<file path="config.mk">
export PLATFORM = sky130hd
export DESIGN_NAME = demux_stream_flat
export DESIGN_NICKNAME = d
export VERILOG_FILES = /design/src/rtl/demux_stream_pkg.sv /design/src/rtl/demux_stream_if.sv /design/src/rtl/demux_slice.sv /design/src/rtl/demux_stream.sv /design/src/flat_wrapper.sv
export SDC_FILE = /design/constraint.sdc
export NUM_CORES = 1
export LEC_CHECK = 0
export BUFFER_PORTS_ARGS = -buffer_cell sky130_fd_sc_hd__buf_2
export CORE_UTILIZATION = 35
export DETAILED_ROUTE_END_ITERATION = 6
export GPL_TIMING_DRIVEN = 0
export HOLD_SLACK_MARGIN = 0.08
export MAX_ROUTING_LAYER = met4
export PLACE_DENSITY_LB_ADDON = 0.05
export SLEW_MARGIN = 25
export SYNTH_ARGS = -nofsm -noshare
export SYNTH_HDL_FRONTEND = slang
export SYNTH_SLANG_ARGS = --single-unit
</file>
<file path="constraint.sdc">
create_clock -name clk -period 5.2 [get_ports clk]
set_clock_uncertainty 0.1 [all_clocks]
set_input_delay 0.26 -clock clk [delete_from_list [all_inputs] [get_ports clk]]
set_output_delay 0.26 -clock clk [all_outputs]
set_load 0.01 [all_outputs]
</file>
<file path="src/rtl/demux_stream_pkg.sv">
// Shared definitions for the 1:2 stream demux: route encoding, FSM states
// and the per-output buffer depth.
package demux_stream_pkg;
  localparam logic ROUTE_A = 1'b0;
  localparam logic ROUTE_B = 1'b1;

  localparam int SLICE_DEPTH = 2;

  typedef enum logic {
    IDLE,
    LOCKED
  } state_t;
endpackage

</file>
<file path="src/rtl/demux_stream_if.sv">
// Valid/ready stream bundle with {data, last}; master drives the beat,
// slave drives ready.
interface demux_stream_if #(
  parameter int WIDTH = 1
);
  logic [WIDTH-1:0] data;
  logic             valid;
  logic             last;
  logic             ready;

  modport master (output data, valid, last, input ready);
  modport slave  (input data, valid, last, output ready);
endinterface

</file>
<file path="src/rtl/demux_slice.sv">
// 2-entry {data, last} FIFO; a beat is visible one cycle after push.
// Ready comes from the registered count only, so a full slice takes a pop but no push.
module demux_slice
  import demux_stream_pkg::*;
#(
  parameter int WIDTH = 1
) (
  input  logic             clk,
  input  logic             rst,
  input  logic             push,
  input  logic [WIDTH-1:0] push_data,
  input  logic             push_last,
  output logic             slice_ready,
  demux_stream_if.master   out_s
);
  localparam logic [1:0] FULL = 2'(SLICE_DEPTH);

  logic [WIDTH:0] mem [SLICE_DEPTH];
  logic           wr_ptr;
  logic           rd_ptr;
  logic [1:0]     count;
  logic           do_push;
  logic           do_pop;

  assign slice_ready = (count != FULL);
  assign do_push     = push && slice_ready;
  assign do_pop      = (count != 2'd0) && out_s.ready;

  always_ff @(posedge clk) begin
    if (rst) begin
      for (int i = 0; i < SLICE_DEPTH; i++) mem[i] <= '0;
      wr_ptr <= 1'b0;
      rd_ptr <= 1'b0;
      count  <= 2'd0;
    end else begin
      if (do_push) begin
        mem[wr_ptr] <= {push_last, push_data};
        wr_ptr      <= ~wr_ptr;
      end
      if (do_pop) rd_ptr <= ~rd_ptr;
      case ({do_push, do_pop})
        2'b10:   count <= count + 2'd1;
        2'b01:   count <= count - 2'd1;
        default: count <= count;
      endcase
    end
  end

  assign out_s.valid = (count != 2'd0);
  assign {out_s.last, out_s.data} = mem[rd_ptr];
endmodule

</file>
<file path="src/rtl/demux_stream.sv">
// 1:2 packet demux: SEL picks A/B on a packet's first beat and the route holds until in_last.
// One cycle to an empty output; input ready follows only the selected slice's registered fill.
module demux_stream
  import demux_stream_pkg::*;
#(
  parameter int WIDTH = 1
) (
  input  logic           clk,
  input  logic           rst,
  input  logic           SEL,
  demux_stream_if.slave  in_s,
  demux_stream_if.master out_a,
  demux_stream_if.master out_b,
  output logic           busy,
  output logic           route
);
  state_t state;
  state_t state_nxt;
  logic   route_q;
  logic   route_nxt;
  logic   route_eff;
  logic   accept;
  logic   rdy_a;
  logic   rdy_b;
  logic   push_a;
  logic   push_b;

  always_ff @(posedge clk) begin
    if (rst) begin
      state   <= IDLE;
      route_q <= ROUTE_A;
    end else begin
      state   <= state_nxt;
      route_q <= route_nxt;
    end
  end

  assign route_eff = (state == LOCKED) ? route_q : SEL;
  assign in_s.ready = ~rst && ((route_eff == ROUTE_B) ? rdy_b : rdy_a);
  assign accept    = in_s.valid && in_s.ready;

  always_comb begin
    state_nxt = state;
    route_nxt = route_q;
    case (state)
      IDLE: begin
        // Single-beat packets never leave IDLE.
        if (accept && !in_s.last) begin
          state_nxt = LOCKED;
          route_nxt = SEL;
        end
      end
      LOCKED: begin
        if (accept && in_s.last) state_nxt = IDLE;
      end
      default: state_nxt = IDLE;
    endcase
  end

  assign push_a = accept && (route_eff == ROUTE_A);
  assign push_b = accept && (route_eff == ROUTE_B);
  assign busy   = (state == LOCKED);
  assign route  = route_eff;

  demux_slice #(.WIDTH(WIDTH)) u_slice_a (
    .clk         (clk),
    .rst         (rst),
    .push        (push_a),
    .push_data   (in_s.data),
    .push_last   (in_s.last),
    .slice_ready (rdy_a),
    .out_s       (out_a)
  );

  demux_slice #(.WIDTH(WIDTH)) u_slice_b (
    .clk         (clk),
    .rst         (rst),
    .push        (push_b),
    .push_data   (in_s.data),
    .push_last   (in_s.last),
    .slice_ready (rdy_b),
    .out_s       (out_b)
  );
endmodule
</file>
<file path="src/flat_wrapper.sv">
// flat-port wrapper written by rule: the top's interface ports become plain ports
module demux_stream_flat import demux_stream_pkg::*;
#(
  parameter int WIDTH = 1
)
  (clk, rst, SEL, busy, route, in_s_data, in_s_valid, in_s_last, in_s_ready, out_a_data, out_a_valid, out_a_last, out_a_ready, out_b_data, out_b_valid, out_b_last, out_b_ready);
  demux_stream_if #(.WIDTH(WIDTH)) in_s_i ();
  demux_stream_if #(.WIDTH(WIDTH)) out_a_i ();
  demux_stream_if #(.WIDTH(WIDTH)) out_b_i ();
  input  logic clk;
  input  logic rst;
  input  logic SEL;
  output logic busy;
  output logic route;
  input wire logic [$bits(in_s_i.data)-1:0] in_s_data;
  input wire logic [$bits(in_s_i.valid)-1:0] in_s_valid;
  input wire logic [$bits(in_s_i.last)-1:0] in_s_last;
  output wire logic [$bits(in_s_i.ready)-1:0] in_s_ready;
  output wire logic [$bits(out_a_i.data)-1:0] out_a_data;
  output wire logic [$bits(out_a_i.valid)-1:0] out_a_valid;
  output wire logic [$bits(out_a_i.last)-1:0] out_a_last;
  input wire logic [$bits(out_a_i.ready)-1:0] out_a_ready;
  output wire logic [$bits(out_b_i.data)-1:0] out_b_data;
  output wire logic [$bits(out_b_i.valid)-1:0] out_b_valid;
  output wire logic [$bits(out_b_i.last)-1:0] out_b_last;
  input wire logic [$bits(out_b_i.ready)-1:0] out_b_ready;
  assign in_s_i.data = in_s_data;
  assign in_s_i.valid = in_s_valid;
  assign in_s_i.last = in_s_last;
  assign in_s_ready = in_s_i.ready;
  assign out_a_data = out_a_i.data;
  assign out_a_valid = out_a_i.valid;
  assign out_a_last = out_a_i.last;
  assign out_a_i.ready = out_a_ready;
  assign out_b_data = out_b_i.data;
  assign out_b_valid = out_b_i.valid;
  assign out_b_last = out_b_i.last;
  assign out_b_i.ready = out_b_ready;
  demux_stream #(.WIDTH(WIDTH)) u_core (.clk(clk), .rst(rst), .SEL(SEL), .in_s(in_s_i), .out_a(out_a_i), .out_b(out_b_i), .busy(busy), .route(route));
endmodule
</file>
; ---- Yosys cells after proc, flatten, opt, wreduce, memory -nomap -nowiden
; Memories as Yosys holds them, arrays and structs flattened. A register that Yosys moved wholly into a read port is not among the register bits.
; Cells that the tools add are included.
[classes]
addsub = 4
eq_ne = 6
muxes = 25
bitwise = 7
reduce_logical = 18
[op_table]
columns = operator, count
row1 = 1-bit 2-to-1 mux, 20
row2 = 1-bit logical AND, 10
row3 = 2-bit case mux with 2 select lines, 2
row4 = 2-bit nonzero test, 4
row5 = 1-bit NOT, 7
row6 = 2-bit by 1-bit adder with 2-bit output (second input constant), 2
row7 = 2-bit by 1-bit == test with 1-bit output (second input constant), 2
row8 = 2-bit == test (second input constant), 2
row9 = 2-bit 2-to-1 mux, 2
row10 = 2-bit inequality test (second input constant), 2
row11 = 2-bit OR reduction, 2
row12 = 2-bit by 1-bit subtractor with 2-bit output (second input constant), 2
row13 = 1-bit case mux with 2 select lines, 1
row14 = 2-bit AND reduction, 1
row15 = 1-bit zero test, 1
[totals]
ff_bits = 10
mem_bits_rw = 8
output_inout_bits = 9
n_memories = 2
[memory_table]
columns = name, depth, word_bits, rd, rd_clocked_by_memory_dff, wr, line_no
row1 = u_core.u_slice_a.mem, 2, 2, 1, 1, 2, demux_slice.sv:18  ; logic [WIDTH:0] mem [SLICE_DEPTH];
row2 = u_core.u_slice_b.mem, 2, 2, 1, 1, 2, demux_slice.sv:18

; ---- Logic depth before layout (Yosys ltp)
; Gate-level depths: netlist (run 1).
[depth]
word_depth = 11
depth_mapped = 8
depth_no_buf = 8

; ---- By module
; A second synthesis (run 1) with hierarchy kept.
[unflattened]
hier_cells = 92
area_unflattened_um2 = 964.7
[modules_own_cells]
columns = mod, instances, cells_each, area_each_um2, seq_area_each_um2
row1 = demux_slice, 2, 38, 404.1, 220.2
row2 = demux_stream, 1, 16, 156.4, 40.0

; ---- Worst setup path before layout (run 1)
; No wires, ideal clock.
[synth_path]
path_type = register -> register
start = register with a tool-made name
end = register u_core.u_slice_b.count[1]
setup_ps = 70
arrival_ps = 1802
required_time_ps = 5030
setup_slack_ps = 3228
stages_incl_launch_ff = 8
path_cell_list = dfxtp_1 mux2i_2 inv_1 and2_1 nand2_1 ha_1 or3_1 a21oi_1
[synth_lines]
columns = element, line_no
row1 = "end signal, assigned", demux_slice.sv:42  ; 2'b10: count <= count + 2'd1;
row2 = "end signal, assigned", demux_slice.sv:43  ; 2'b01: count <= count - 2'd1;
row3 = "end signal, assigned", demux_slice.sv:44  ; default: count <= count;
row4 = "end, declared", demux_slice.sv:21  ; logic [1:0] count;

==> results of run 1 <==
worst max-delay path, stage by stage (launching register included):
cell,delay (ns)
sky130_fd_sc_hd__dfxtp_1,0.41
sky130_fd_sc_hd__mux2i_2,0.37
sky130_fd_sc_hd__inv_1,0.14
sky130_fd_sc_hd__and2_1,0.17
sky130_fd_sc_hd__nand2_1,0.06
sky130_fd_sc_hd__ha_1,0.25
sky130_fd_sc_hd__or3_1,0.36
sky130_fd_sc_hd__a21oi_1,0.14
routing by layer:
layer	vias to the layer above	wire length (microns)	share of wire, %
met5	-	0	0
met2	10	721	45
met3	2	48	3.0
met4	0	15	0.94
met1	296	812	51
li1	358	-	-
layout make-up:
type	instances	area, sq um
Fill cell	267	1430
Sequential cell	20	480
Multi-Input combinational cell	70	435
Timing Repair Buffer	15	75.1
Tap cell	30	37.5
Clock buffer	3	22.5
Buffer	2	7.51
Inverter	2	7.51
kinds of logic (layout without fill, tap and decap cells):
kind of cell	after synthesis	in the layout	share of synthesized area, %
compound gates	12	12	7.53
xor+xnor	8	8	7.53
fa+ha+maj	2	2	2.69
buf+inv	4	22	1.61
flops	20	20	51.6
mux	6	6	7.39
simple gates	42	42	21.6
power groups by stage:
stage / Clock, mW / Sequential, mW / Combinational (mW)
after floorplan: 0 / 0.199 / 0.0754
after global placement: 0 / 0.202 / 0.0988
after detailed placement: 0 / 0.202 / 0.100
after CTS: 0.0726 / 0.199 / 0.101
after global routing: 0.0778 / 0.201 / 0.112
final: 0.0682 / 0.198 / 0.0996
final timing paths:
path	start	endpoint	slack, ns	depth (start not counted)
hold / removal	in_s_last	flop	0.15	3
setup reg to reg	flop	u_core.u_slice_b.count[1]$_SDFFE_PP0P_	3.13	7
setup / recovery	flop	u_core.u_slice_b.count[1]$_SDFFE_PP0P_	3.13	7
hold reg to reg	u_core.route_q$_SDFFE_PP0P_	u_core.route_q$_SDFFE_PP0P_	0.40	2
synth_stat cells (2+ instances only):
cell type,number,share of area [%]
sky130_fd_sc_hd__a21oi_1,4,2.2
sky130_fd_sc_hd__and2_1,3,2.0
sky130_fd_sc_hd__clkbuf_1,2,0.81
sky130_fd_sc_hd__dfxtp_1,12,26
sky130_fd_sc_hd__edfxtp_1,8,26
sky130_fd_sc_hd__ha_1,2,2.7
sky130_fd_sc_hd__inv_1,2,0.81
sky130_fd_sc_hd__mux2_2,4,4.8
sky130_fd_sc_hd__nand2_1,9,3.6
sky130_fd_sc_hd__nand2b_1,2,1.3
sky130_fd_sc_hd__nand3_1,2,1.1
sky130_fd_sc_hd__nor2_1,14,5.6
sky130_fd_sc_hd__nor3_1,4,2.2
sky130_fd_sc_hd__o21ai_0,4,2.2
sky130_fd_sc_hd__o21bai_1,4,3.2
sky130_fd_sc_hd__or2_2,2,1.3
sky130_fd_sc_hd__or3_1,3,2.0
sky130_fd_sc_hd__xnor2_1,4,3.8
sky130_fd_sc_hd__xor2_1,4,3.8
==> implementation parameters, run 1 <==
Parameter                              Value

Critical path
  Max Fanout on Critical Path    5
  CP Data Required Time    5.33 ns
  Data arrival time at the worst-slack endpoint    2.19 ns
  Critical setup path kind    reg -> reg
  CP endpoint kind    flop
  Crit start category    flop

Timing
  Max-slew violation count    0
  Maximum achievable frequency    484 MHz
  Final min period    2.07 ns
  RSZ-0062 raised after global routing    no
  Hold slack final    0.152 ns
  Fin worst setup slack    3.13 ns
  Relative slew slack    67.2%
  Post-Route Setup TNS    0 ns
  Slew at the pin closest to its max-slew limit    0.492 ns
  Count of final hold-check violations    0
  Ratio of final minimum period to clock period    39.8%
  Final setup vio count    0

Routing
  1st-pass router iterations    3
  # DRC    0
  WL final    1.60 mm
  Initial DRC Count    7
  Vias after detailed routing    666
  ANT nets after route    0
  Average vias per placed instance    4.69
  Routed len/inst    11.2 microns

Synthesis
  Number of distinct library cell variants in the gate-level netlist after synthesis    24
  Sequential area share after synthesis    51.6%
  Count of synthesis-stage warnings from yosys    0
  Cell area after synthesis    931 sq um
  Async set-or-reset flop fraction in the synthesized netlist    0%
  Flip-flop cell with the highest count after synthesis    sky130_fd_sc_hd__dfxtp_1
  Synthesized area per cell    9.90 sq um
  Flop and latch count out of synthesis    20
  Number of instances in the synthesized netlist    94
  Number of enable-type register cells in the synthesized netlist    8
  Post-Syn Nets    104

Floorplan
  Ports    17
  Initial core utilization    37.2%
  # rows    18
  Die footprint    2870 sq um
  DIE HEIGHT    53.6 microns
  Core Footprint    2500 sq um
  Horizontal extent of the die    53.6 microns

Final layout
  Commonest cells after routing, fill and taps aside    15 x sky130_fd_sc_hd__buf_2, 14 x sky130_fd_sc_hd__nor2_1, 12 x sky130_fd_sc_hd__dfxtp_1
  Inserted Diodes    0
  Post-Layout Inst Area    1070 sq um
  Fraction of final layout cells with drive strength greater than 1    23.2%
  Number of nets in the finished design    124
  Most common library cell in the layout ignoring fill and taps    sky130_fd_sc_hd__buf_2
  Area growth from synthesis to layout    14.5%
  Final core utilization    42.6%
  Non-filler instance count after layout    142

CTS
  Clock tree from TritonCTS    built
  CTS clk-pin slew, worst paths    0.10 ns
  CTS Buf Count    3
  Setup repair bufs after CTS    0
  Count of hold-fix buffers inserted at cts    0
  H-tree depth    1
  Sink Count    20
  Master cell of the clock root buffer    sky130_fd_sc_hd__clkbuf_4
  Post-cts gate resize count    0
  Bufs on Longest Clock Path    2
  Insertion delay to the later sink of the worst-skew pair    0.29 ns

Power
  Fraction of power consumed by sequential logic    54.1%
  Switching share of power    28.8%
  Design Power    0.366 mW
  Clock network fraction of design power    18.6%
  Peak VDD IR    0.158 mV
  PwrDens    343 nW/um^2
  Switching power summed over all nets    0.105 mW
  Leakage power    0.433 nW
  Internal power component    0.260 mW
  Gate power share    27.2%

Global routing
  Via count of the first global-routing pass    628
  Met2 capacity usage during global routing    21.0%
  Total routing usage reported by global routing    13.7%
  Peak-usage layer in the global routing report    met2
  Met3 layer usage reported by global route    2.54%
  Congestion Overflow GR    0
  First-pass GRT wire length    2.71 mm
  Number of antenna violations at the first check in global routing    0
  GR Util met1    17.4%
  Maximum number of pins on one net before global-route repair    11

Placed design
  Half-perimeter wire length of the detailed placement result    1.25 mm
  Post-Place Worst Slack    3.15 ns
  Placed Area    1040 sq um
  Placed Cells incl. Taps    139
  Number of I/O port buffers    15
  RePlAce Congestion    0.735

Worst hold path
  Path class of the lowest-slack min-delay path    in -> reg

Outcome
  Outcome    complete, no violations

Job
  Maxcap violations    0
No activity file was read; power rests on OpenSTA's default activity.
==> run 2: changes to the inputs <==
--- a/config.mk
+++ b/config.mk
@@ -5,6 +5,7 @@
 export SDC_FILE = /design/constraint.sdc
 export NUM_CORES = 1
 export LEC_CHECK = 0
+export ABC_AREA = 1
 export BUFFER_PORTS_ARGS = -buffer_cell sky130_fd_sc_hd__buf_2
 export CORE_UTILIZATION = 35
 export DETAILED_ROUTE_END_ITERATION = 6
==> constraint.sdc (replaced) <==
create_clock -name clk -period 1.85 [get_ports clk]
set_clock_uncertainty 0.1 [all_clocks]
set_input_delay 0.0925 -clock clk [delete_from_list [all_inputs] [get_ports clk]]
set_output_delay 0.0925 -clock clk [all_outputs]
set_load 0.01 [all_outputs]
==> run 2 against run 1 <==
The run now ends with setup timing left; non-clock buffer count is 17 higher; power increased to 2.8 times the previous value; first-iteration DRC count did not move; combinational power grew 140%; core utilization is 9.5 points higher; clock-buffer cell count up 1; synthesized area grew 1.3%; critical endpoint unchanged; via count is 21% higher; sequential cell count unchanged; critical path depth up 6; final cell count is 24% higher.
==> implementation parameters, run 2 <==
Parameter                              Value

Outcome
  Outcome    complete, but fails checks (was complete, no violations)
  Violations in the final reports    setup timing

Synthesis
  Share of the synthesized area in the top cell type    25.5% (was 25.8%)
  Number of distinct library cell variants in the gate-level netlist after synthesis    19 (was 24)
  Largest cells by area after synthesis    sky130_fd_sc_hd__dfxtp_1 25%, sky130_fd_sc_hd__edfxtp_1 25%, sky130_fd_sc_hd__nand2_1 7.2%, sky130_fd_sc_hd__inv_1 6.0%, sky130_fd_sc_hd__a21oi_1 5.8% (was sky130_fd_sc_hd__dfxtp_1 26%, sky130_fd_sc_hd__edfxtp_1 26%, sky130_fd_sc_hd__nor2_1 5.6%, sky130_fd_sc_hd__mux2_2 4.8%, sky130_fd_sc_hd__xnor2_1 3.8%)
  Post-synth top cells    18 x sky130_fd_sc_hd__nand2_1, 15 x sky130_fd_sc_hd__inv_1, 12 x sky130_fd_sc_hd__dfxtp_1 (was 14 x sky130_fd_sc_hd__nor2_1, 12 x sky130_fd_sc_hd__dfxtp_1, 9 x sky130_fd_sc_hd__nand2_1)
  Synthesized area per cell    8.66 sq um (was 9.90 sq um)
  Flop and latch count out of synthesis    20 (unchanged)
  Most frequently used cell type in the post-synthesis netlist    sky130_fd_sc_hd__nand2_1 (was sky130_fd_sc_hd__nor2_1)
  Post-Syn Nets    119 (was 104)
  Sequential area share after synthesis    50.9% (was 51.6%)
  Number of enable-type register cells in the synthesized netlist    8 (unchanged)
  Cell area after synthesis    943 sq um (was 931 sq um)
  Top cell type by total area after synthesis    sky130_fd_sc_hd__dfxtp_1 (unchanged)
  Async set-or-reset flop fraction in the synthesized netlist    0% (unchanged)
  Number of instances in the synthesized netlist    109 (was 94)
  Flip-flop cell with the highest count after synthesis    sky130_fd_sc_hd__dfxtp_1 (unchanged)
  Count of synthesis-stage warnings from yosys    0 (unchanged)

Power
  Clock network fraction of design power    25.1% (was 18.6%)
  Switching power summed over all nets    0.287 mW (was 0.105 mW)
  Internal power component    0.731 mW (was 0.260 mW)
  Gate power share    23.8% (was 27.2%)
  Leakage power    0.618 nW (was 0.433 nW)
  PwrDens    773 nW/um^2 (was 343 nW/um^2)
  Design Power    1.02 mW (was 0.366 mW)
  Switching share of power    28.2% (was 28.8%)
  Fraction of power consumed by sequential logic    51.2% (was 54.1%)
  Peak VDD IR    0.412 mV (was 0.158 mV)

Timing
  Final min period    1.88 ns (was 2.07 ns)
  Max-slew violation count    0 (unchanged)
  Fin worst setup slack    -0.0285 ns (was 3.13 ns)
  Slew at the pin closest to its max-slew limit    0.510 ns (was 0.492 ns)
  Final setup vio count    2 (was 0)
  Maximum achievable frequency    532 MHz (was 484 MHz)
  Count of final hold-check violations    0 (unchanged)
  Post-Route Setup TNS    -0.0486 ns (was 0 ns)
  Relative slew slack    66.0% (was 67.2%)
  Ratio of final minimum period to clock period    102% (was 39.8%)
  Hold slack final    0.100 ns (was 0.152 ns)
  RSZ-0062 raised after global routing    yes (was no)

Critical path
  Worst path bufs/invs    2 (was 1)
  Critical setup path kind    reg -> reg (unchanged)
  Crit start category    flop (unchanged)
  CP Data Required Time    1.95 ns (was 5.33 ns)
  Data arrival time at the worst-slack endpoint    1.98 ns (was 2.19 ns)
  Critical path cell sequence    inv_2, nand2_4, nand2_4, nand2_4, nand3_4, nor2_4, buf_4, nand2_2, ha_4, a21oi_1, o21ai_1, o21ai_1, a21oi_1 (was mux2i_2, inv_1, and2_1, nand2_1, ha_1, or3_1, a21oi_1)
  Worst path max stage delay    0.39 ns (was 0.41 ns)
  Cell mode on critical path    sky130_fd_sc_hd__nand2_4
  Dominant delay contributor by cell family on the critical path    simple AND/OR/NAND/NOR gates (unchanged)
  Cell with the biggest individual delay on the critical path    sky130_fd_sc_hd__dfxtp_4 (was sky130_fd_sc_hd__dfxtp_1)
  CP endpoint kind    flop (unchanged)
  Max Fanout on Critical Path    4 (was 5)

Worst hold path
  Path class of the lowest-slack min-delay path    in -> reg (unchanged)

Final layout
  Most common library cell in the layout ignoring fill and taps    sky130_fd_sc_hd__buf_2 (unchanged)
  Area growth from synthesis to layout    39.5% (was 14.5%)
  Commonest cells after routing, fill and taps aside    16 x sky130_fd_sc_hd__buf_2, 14 x sky130_fd_sc_hd__inv_1, 14 x sky130_fd_sc_hd__nand2_1 (was 15 x sky130_fd_sc_hd__buf_2, 14 x sky130_fd_sc_hd__nor2_1, 12 x sky130_fd_sc_hd__dfxtp_1)
  Fraction of final layout cells with drive strength greater than 1    39.0% (was 23.2%)
  Final core utilization    52.2% (was 42.6%)
  Area of combinational cells with multiple inputs    465 sq um (was 435 sq um)
  Number of nets in the finished design    157 (was 124)
  Post-Layout Inst Area    1320 sq um (was 1070 sq um)
  Fill cell instance count of the final layout    261 (was 267)
  Area of all sequential standard cells    484 sq um (was 480 sq um)
  Non-filler instance count after layout    176 (was 142)
  Inserted Diodes    0 (unchanged)

Floorplan
  DIE HEIGHT    53.9 microns (was 53.6 microns)
  # rows    18 (unchanged)
  Die footprint    2910 sq um (was 2870 sq um)
  Horizontal extent of the die    53.9 microns (was 53.6 microns)
  Ports    17 (unchanged)
  Initial core utilization    37.4% (was 37.2%)
  Core Footprint    2520 sq um (was 2500 sq um)

Global routing
  Number of antenna violations at the first check in global routing    0 (unchanged)
  Total routing usage reported by global routing    14.5% (was 13.7%)
  First-pass GRT wire length    2.90 mm (was 2.71 mm)
  Congestion Overflow GR    0 (unchanged)
  Maximum number of pins on one net before global-route repair    12 (was 11)
  Via count of the first global-routing pass    733 (was 628)

Routing
  1st-pass router iterations    2 (was 3)
  Routed len/inst    11.0 microns (was 11.2 microns)
  Initial DRC Count    7 (unchanged)
  Vias after detailed routing    806 (was 666)
  WL final    1.94 mm (was 1.60 mm)
  ANT nets after route    0 (unchanged)
  Average vias per placed instance    4.58 (was 4.69)
  # DRC    0 (unchanged)

CTS
  Bufs on Longest Clock Path    2 (unchanged)
  H-tree depth    1 (unchanged)
  Clock tree from TritonCTS    built (unchanged)
  Sink Count    20 (unchanged)
  CTS Buf Count    3 (unchanged)
  Insertion delay to the later sink of the worst-skew pair    0.30 ns (was 0.29 ns)
  CTS clk-pin slew, worst paths    0.11 ns (was 0.10 ns)
  Master cell of the clock root buffer    sky130_fd_sc_hd__clkbuf_4 (unchanged)

Placed design
  Post-Place Worst Slack    -0.115 ns (was 3.15 ns)
  RePlAce Congestion    0.700 (was 0.735)
  Number of I/O port buffers    16 (was 15)
  Placed Area    1080 sq um (was 1040 sq um)
  Half-perimeter wire length of the detailed placement result    1.26 mm (was 1.25 mm)
  Placed Cells incl. Taps    155 (was 139)

Job
  Maxcap violations    0 (unchanged)
## run 2: cell types whose count changed after synthesis, moves of 5 or more
cell                      before  now
sky130_fd_sc_hd__inv_1         2   15
sky130_fd_sc_hd__nand2_1       9   18
sky130_fd_sc_hd__a21oi_1       4   11
sky130_fd_sc_hd__o21ai_0       4    9
## run 2: final cells by class
| class | count | area share (%) |
|---|---|---|
| Buffer | 1 | 0.285 |
| Clock buffer | 4 | 2.76 |
| Inverter | 17 | 4.85 |
| Multi-Input combinational cell | 71 | 35.4 |
| Sequential cell | 20 | 36.8 |
| Tap cell | 30 | 2.85 |
| Timing Repair Buffer | 33 | 17.1 |
## run 2: logic make-up after synthesis
group,synth area share (%)
multiplexers,4.77
AO/OA/AOI/OAI,10.6
AND/OR/NAND/NOR,23.9
flip-flops,50.9
adder cells (fa/ha/maj),2.65
buffers and inverters,7.16
## run 2: repair_timing
action                                  CTS  global route
pin swaps                                 4             3
hold buffers                              6             2
endpoints found under the hold margin    11             1
endpoints found under the setup margin    2             3
resized for setup                         4             9
setup buffers                             6             4
## run 2: final timing paths
path                                             start                                  endpoint  slack, ns  depth (start not counted)
hold reg to reg   u_core.u_slice_a.rd_ptr$_SDFFE_PP0P_      u_core.u_slice_a.rd_ptr$_SDFFE_PP0P_       0.36                          1
hold / removal                               in_s_last  u_core.u_slice_b.mem[0][1]$_SDFFCE_PN0P_       0.10                          3
setup / recovery                                  flop    u_core.u_slice_b.count[1]$_SDFFE_PP0P_      -0.03                         13
setup reg to reg                                  flop    u_core.u_slice_b.count[1]$_SDFFE_PP0P_      -0.03                         13
## run 2: routing by layer
| layer | part of all wire [%] | global-route usage [%] |
|---|---|---|
| met3 | 3.7 | 2.54 |
| met1 | 47 | 16.4 |
| met2 | 49 | 24.7 |
| met5 | 0 | - |
| met4 | 0.52 | 6.58 |
## run 2: worst min-delay path, stage by stage
cell	delay, ns
sky130_fd_sc_hd__buf_2	0.08
sky130_fd_sc_hd__inv_1	0.10
sky130_fd_sc_hd__nor2_2	0.12
## run 2: power groups by stage
stage,logic (mW),registers (mW),clock network [mW]
after detailed placement,0.188,0.529,0
after global placement,0.184,0.528,0
after CTS,0.216,0.519,0.263
after floorplan,0.136,0.524,0
after global routing,0.273,0.526,0.282
final,0.242,0.520,0.255
==> run 3: changes to the inputs <==
==> constraint.sdc (replaced) <==
create_clock -name clk -period 1.85 [get_ports clk]
set_clock_uncertainty 0.1 [all_clocks]
set_input_delay 0.37 -clock clk [delete_from_list [all_inputs] [get_ports clk]]
set_output_delay 0.37 -clock clk [all_outputs]
set_load 0.01 [all_outputs]
==> run 3 against run 2 <==
The run still ends with setup timing left; sequential power about the same; die area unchanged; fmax up 1.3%; critical path type unchanged; critical endpoint unchanged.
==> implementation parameters, run 3 (synthesis gave the netlist of run 2 again) <==
Parameter                              Value

Outcome
  Outcome    complete, but fails checks (unchanged)
  Violations in the final reports    setup timing (unchanged)

Timing
  Count of final hold-check violations    0 (unchanged)
  Final setup vio count    1 (was 2)
  Fin worst setup slack    -0.00422 ns (was -0.0285 ns)
  Final min period    1.85 ns (was 1.88 ns)
  Max-slew violation count    0 (unchanged)
  RSZ-0062 raised after global routing    yes (unchanged)
  Maximum achievable frequency    539 MHz (was 532 MHz)
  Ratio of final minimum period to clock period    100% (was 102%)
  Relative slew slack    69.9% (was 66.0%)
  Slew at the pin closest to its max-slew limit    0.451 ns (was 0.510 ns)

Routing
  Average vias per placed instance    4.61 (was 4.58)
  Vias after detailed routing    774 (was 806)
  Initial DRC Count    11 (was 7)
  1st-pass router iterations    4 (was 2)
  ANT nets after route    0 (unchanged)
  # DRC    0 (unchanged)
  Routed len/inst    10.6 microns (was 11.0 microns)
  WL final    1.78 mm (was 1.94 mm)

Placed design
  Number of I/O port buffers    16 (unchanged)
  Half-perimeter wire length of the detailed placement result    1.26 mm (unchanged)
  RePlAce Congestion    0.700 (unchanged)

CTS
  Master cell of the clock root buffer    sky130_fd_sc_hd__clkbuf_4 (unchanged)
  Sink Count    20 (unchanged)
  Bufs on Longest Clock Path    2 (unchanged)
  CTS Buf Count    3 (unchanged)
  Count of hold-fix buffers inserted at cts    0 (was 6)
  H-tree depth    1 (unchanged)
  Insertion delay to the later sink of the worst-skew pair    0.29 ns (was 0.30 ns)
  Clock tree from TritonCTS    built (unchanged)
  CTS clk-pin slew, worst paths    0.11 ns (about the same)

Final layout
  Number of nets in the finished design    149 (was 157)
  Area growth from synthesis to layout    31.0% (was 39.5%)
  Most common library cell in the layout ignoring fill and taps    sky130_fd_sc_hd__nand2_1 (was sky130_fd_sc_hd__buf_2)
  Inserted Diodes    0 (unchanged)
  Commonest cells after routing, fill and taps aside    17 x sky130_fd_sc_hd__nand2_1, 16 x sky130_fd_sc_hd__buf_2, 14 x sky130_fd_sc_hd__inv_1 (was 16 x sky130_fd_sc_hd__buf_2, 14 x sky130_fd_sc_hd__inv_1, 14 x sky130_fd_sc_hd__nand2_1)
  Final core utilization    49.0% (was 52.2%)
  Fraction of final layout cells with drive strength greater than 1    39.1% (was 39.0%)
  Fill cell instance count of the final layout    264 (was 261)

Critical path
  Cell with the biggest individual delay on the critical path    sky130_fd_sc_hd__dfxtp_4 (unchanged)
  Critical path cell sequence    inv_4, nand2_4, nand2_4, nand2_4, nand3_4, nor2_4, buf_4, nand2_2, ha_4, a21oi_1, o21ai_1, o21ai_1, a21oi_1 (was inv_2, nand2_4, nand2_4, nand2_4, nand3_4, nor2_4, buf_4, nand2_2, ha_4, a21oi_1, o21ai_1, o21ai_1, a21oi_1)
  Worst path max stage delay    0.40 ns (was 0.39 ns)
  CP endpoint kind    flop (unchanged)
  Cell mode on critical path    sky130_fd_sc_hd__nand2_4 (unchanged)
  Critical setup path kind    reg -> reg (unchanged)
  Data arrival time at the worst-slack endpoint    1.94 ns (was 1.98 ns)
  Max Fanout on Critical Path    4 (unchanged)
  Worst path bufs/invs    2 (unchanged)
  Register-to-register setup slack    -0.004 ns (was -0.03 ns)
  Dominant delay contributor by cell family on the critical path    simple AND/OR/NAND/NOR gates (unchanged)
  CP Data Required Time    1.94 ns (was 1.95 ns)
  Crit start category    flop (unchanged)

Global routing
  Via count of the first global-routing pass    701 (was 733)
  Number of antenna violations at the first check in global routing    0 (unchanged)
  First-pass GRT wire length    2.75 mm (was 2.90 mm)
  Total routing usage reported by global routing    13.8% (was 14.5%)
  Congestion Overflow GR    0 (unchanged)
  Maximum number of pins on one net before global-route repair    12 (unchanged)

Power
  Peak VDD IR    0.430 mV (was 0.412 mV)
  PwrDens    806 nW/um^2 (was 773 nW/um^2)
  Design Power    0.996 mW (was 1.02 mW)
  Leakage power    0.586 nW (was 0.618 nW)

Worst hold path
  Path class of the lowest-slack min-delay path    in -> reg (unchanged)

Floorplan
  Die footprint    2910 sq um (unchanged)
  DIE HEIGHT    53.9 microns (unchanged)
  Horizontal extent of the die    53.9 microns (unchanged)
  Ports    17 (unchanged)
  Initial core utilization    37.4% (unchanged)
  Core Footprint    2520 sq um (unchanged)
  # rows    18 (unchanged)

Job
  Maxcap violations    0 (unchanged)
## run 3: cell types whose count changed in the layout (fill, tap and decap cells not counted), sizes merged
cell,delta
dlygate4sd3,-7
buf,-1
## run 3: layout make-up
type	instances	area [sq um]	share of cell area (%)
flip-flops and latches	20	484	39.2
multi-input cells	71	460	37.2
repair buffers	25	148	11.9
inverters	17	66.3	5.36
well taps	30	37.5	3.04
clock buffers	4	36.3	2.94
plain buffers	1	3.75	0.304
## run 3: power by group
part           internal, mW  total (mW)  switching (mW)
sequential            0.496       0.521          0.0247
clock                 0.120       0.248           0.129
combinational         0.103       0.227           0.124
total                 0.719       0.996           0.277
## run 3: final timing paths
path	startpoint	end	cells after the start
hold / removal	rst	flop	2
hold reg to reg	u_core.u_slice_a.rd_ptr$_SDFFE_PP0P_	u_core.u_slice_a.rd_ptr$_SDFFE_PP0P_	1
setup reg to reg	flop	u_core.u_slice_b.count[1]$_SDFFE_PP0P_	13
setup / recovery	flop	u_core.u_slice_b.count[1]$_SDFFE_PP0P_	13
## run 3: through the flow
| stage | instance area [sq um] | setup TNS (ns) | setup slack, ns | hold WS (ns) | instances |
|---|---|---|---|---|---|
| final | 1240 | -0.00422 | -0.00422 | 0.124 | 168 |
| after CTS | 1170 | -0.00274 | -0.00274 | 0.107 | 165 |
| after detailed placement | 1080 | -0.475 | -0.213 | 0.339 | 155 |
| after global placement | 1080 | -0.394 | -0.187 | 0.336 | 155 |
| after global routing | 1240 | -0.309 | -0.157 | 0.107 | 168 |
| after floorplan | 967 | 0 | 0.0117 | 0.326 | 109 |
## run 3: repair_timing
item | in CTS | in global routing
buffers inserted | 6 | 3
pin swaps | 4 | 5
resized for setup | 4 | 8
endpoints found under the setup margin | 2 | 2
hold endpoints to repair | 0 | 0
## run 3: per-layer routing
| metal | GRT usage (%) | vias up | share of wire [%] |
|---|---|---|---|
| met5 | - | - | 0 |
| li1 | - | 415 | - |
| met3 | 2.54 | 2 | 4.2 |
| met2 | 22.6 | 13 | 48 |
| met4 | 6.58 | 0 | 0.56 |
| met1 | 16.1 | 344 | 48 |
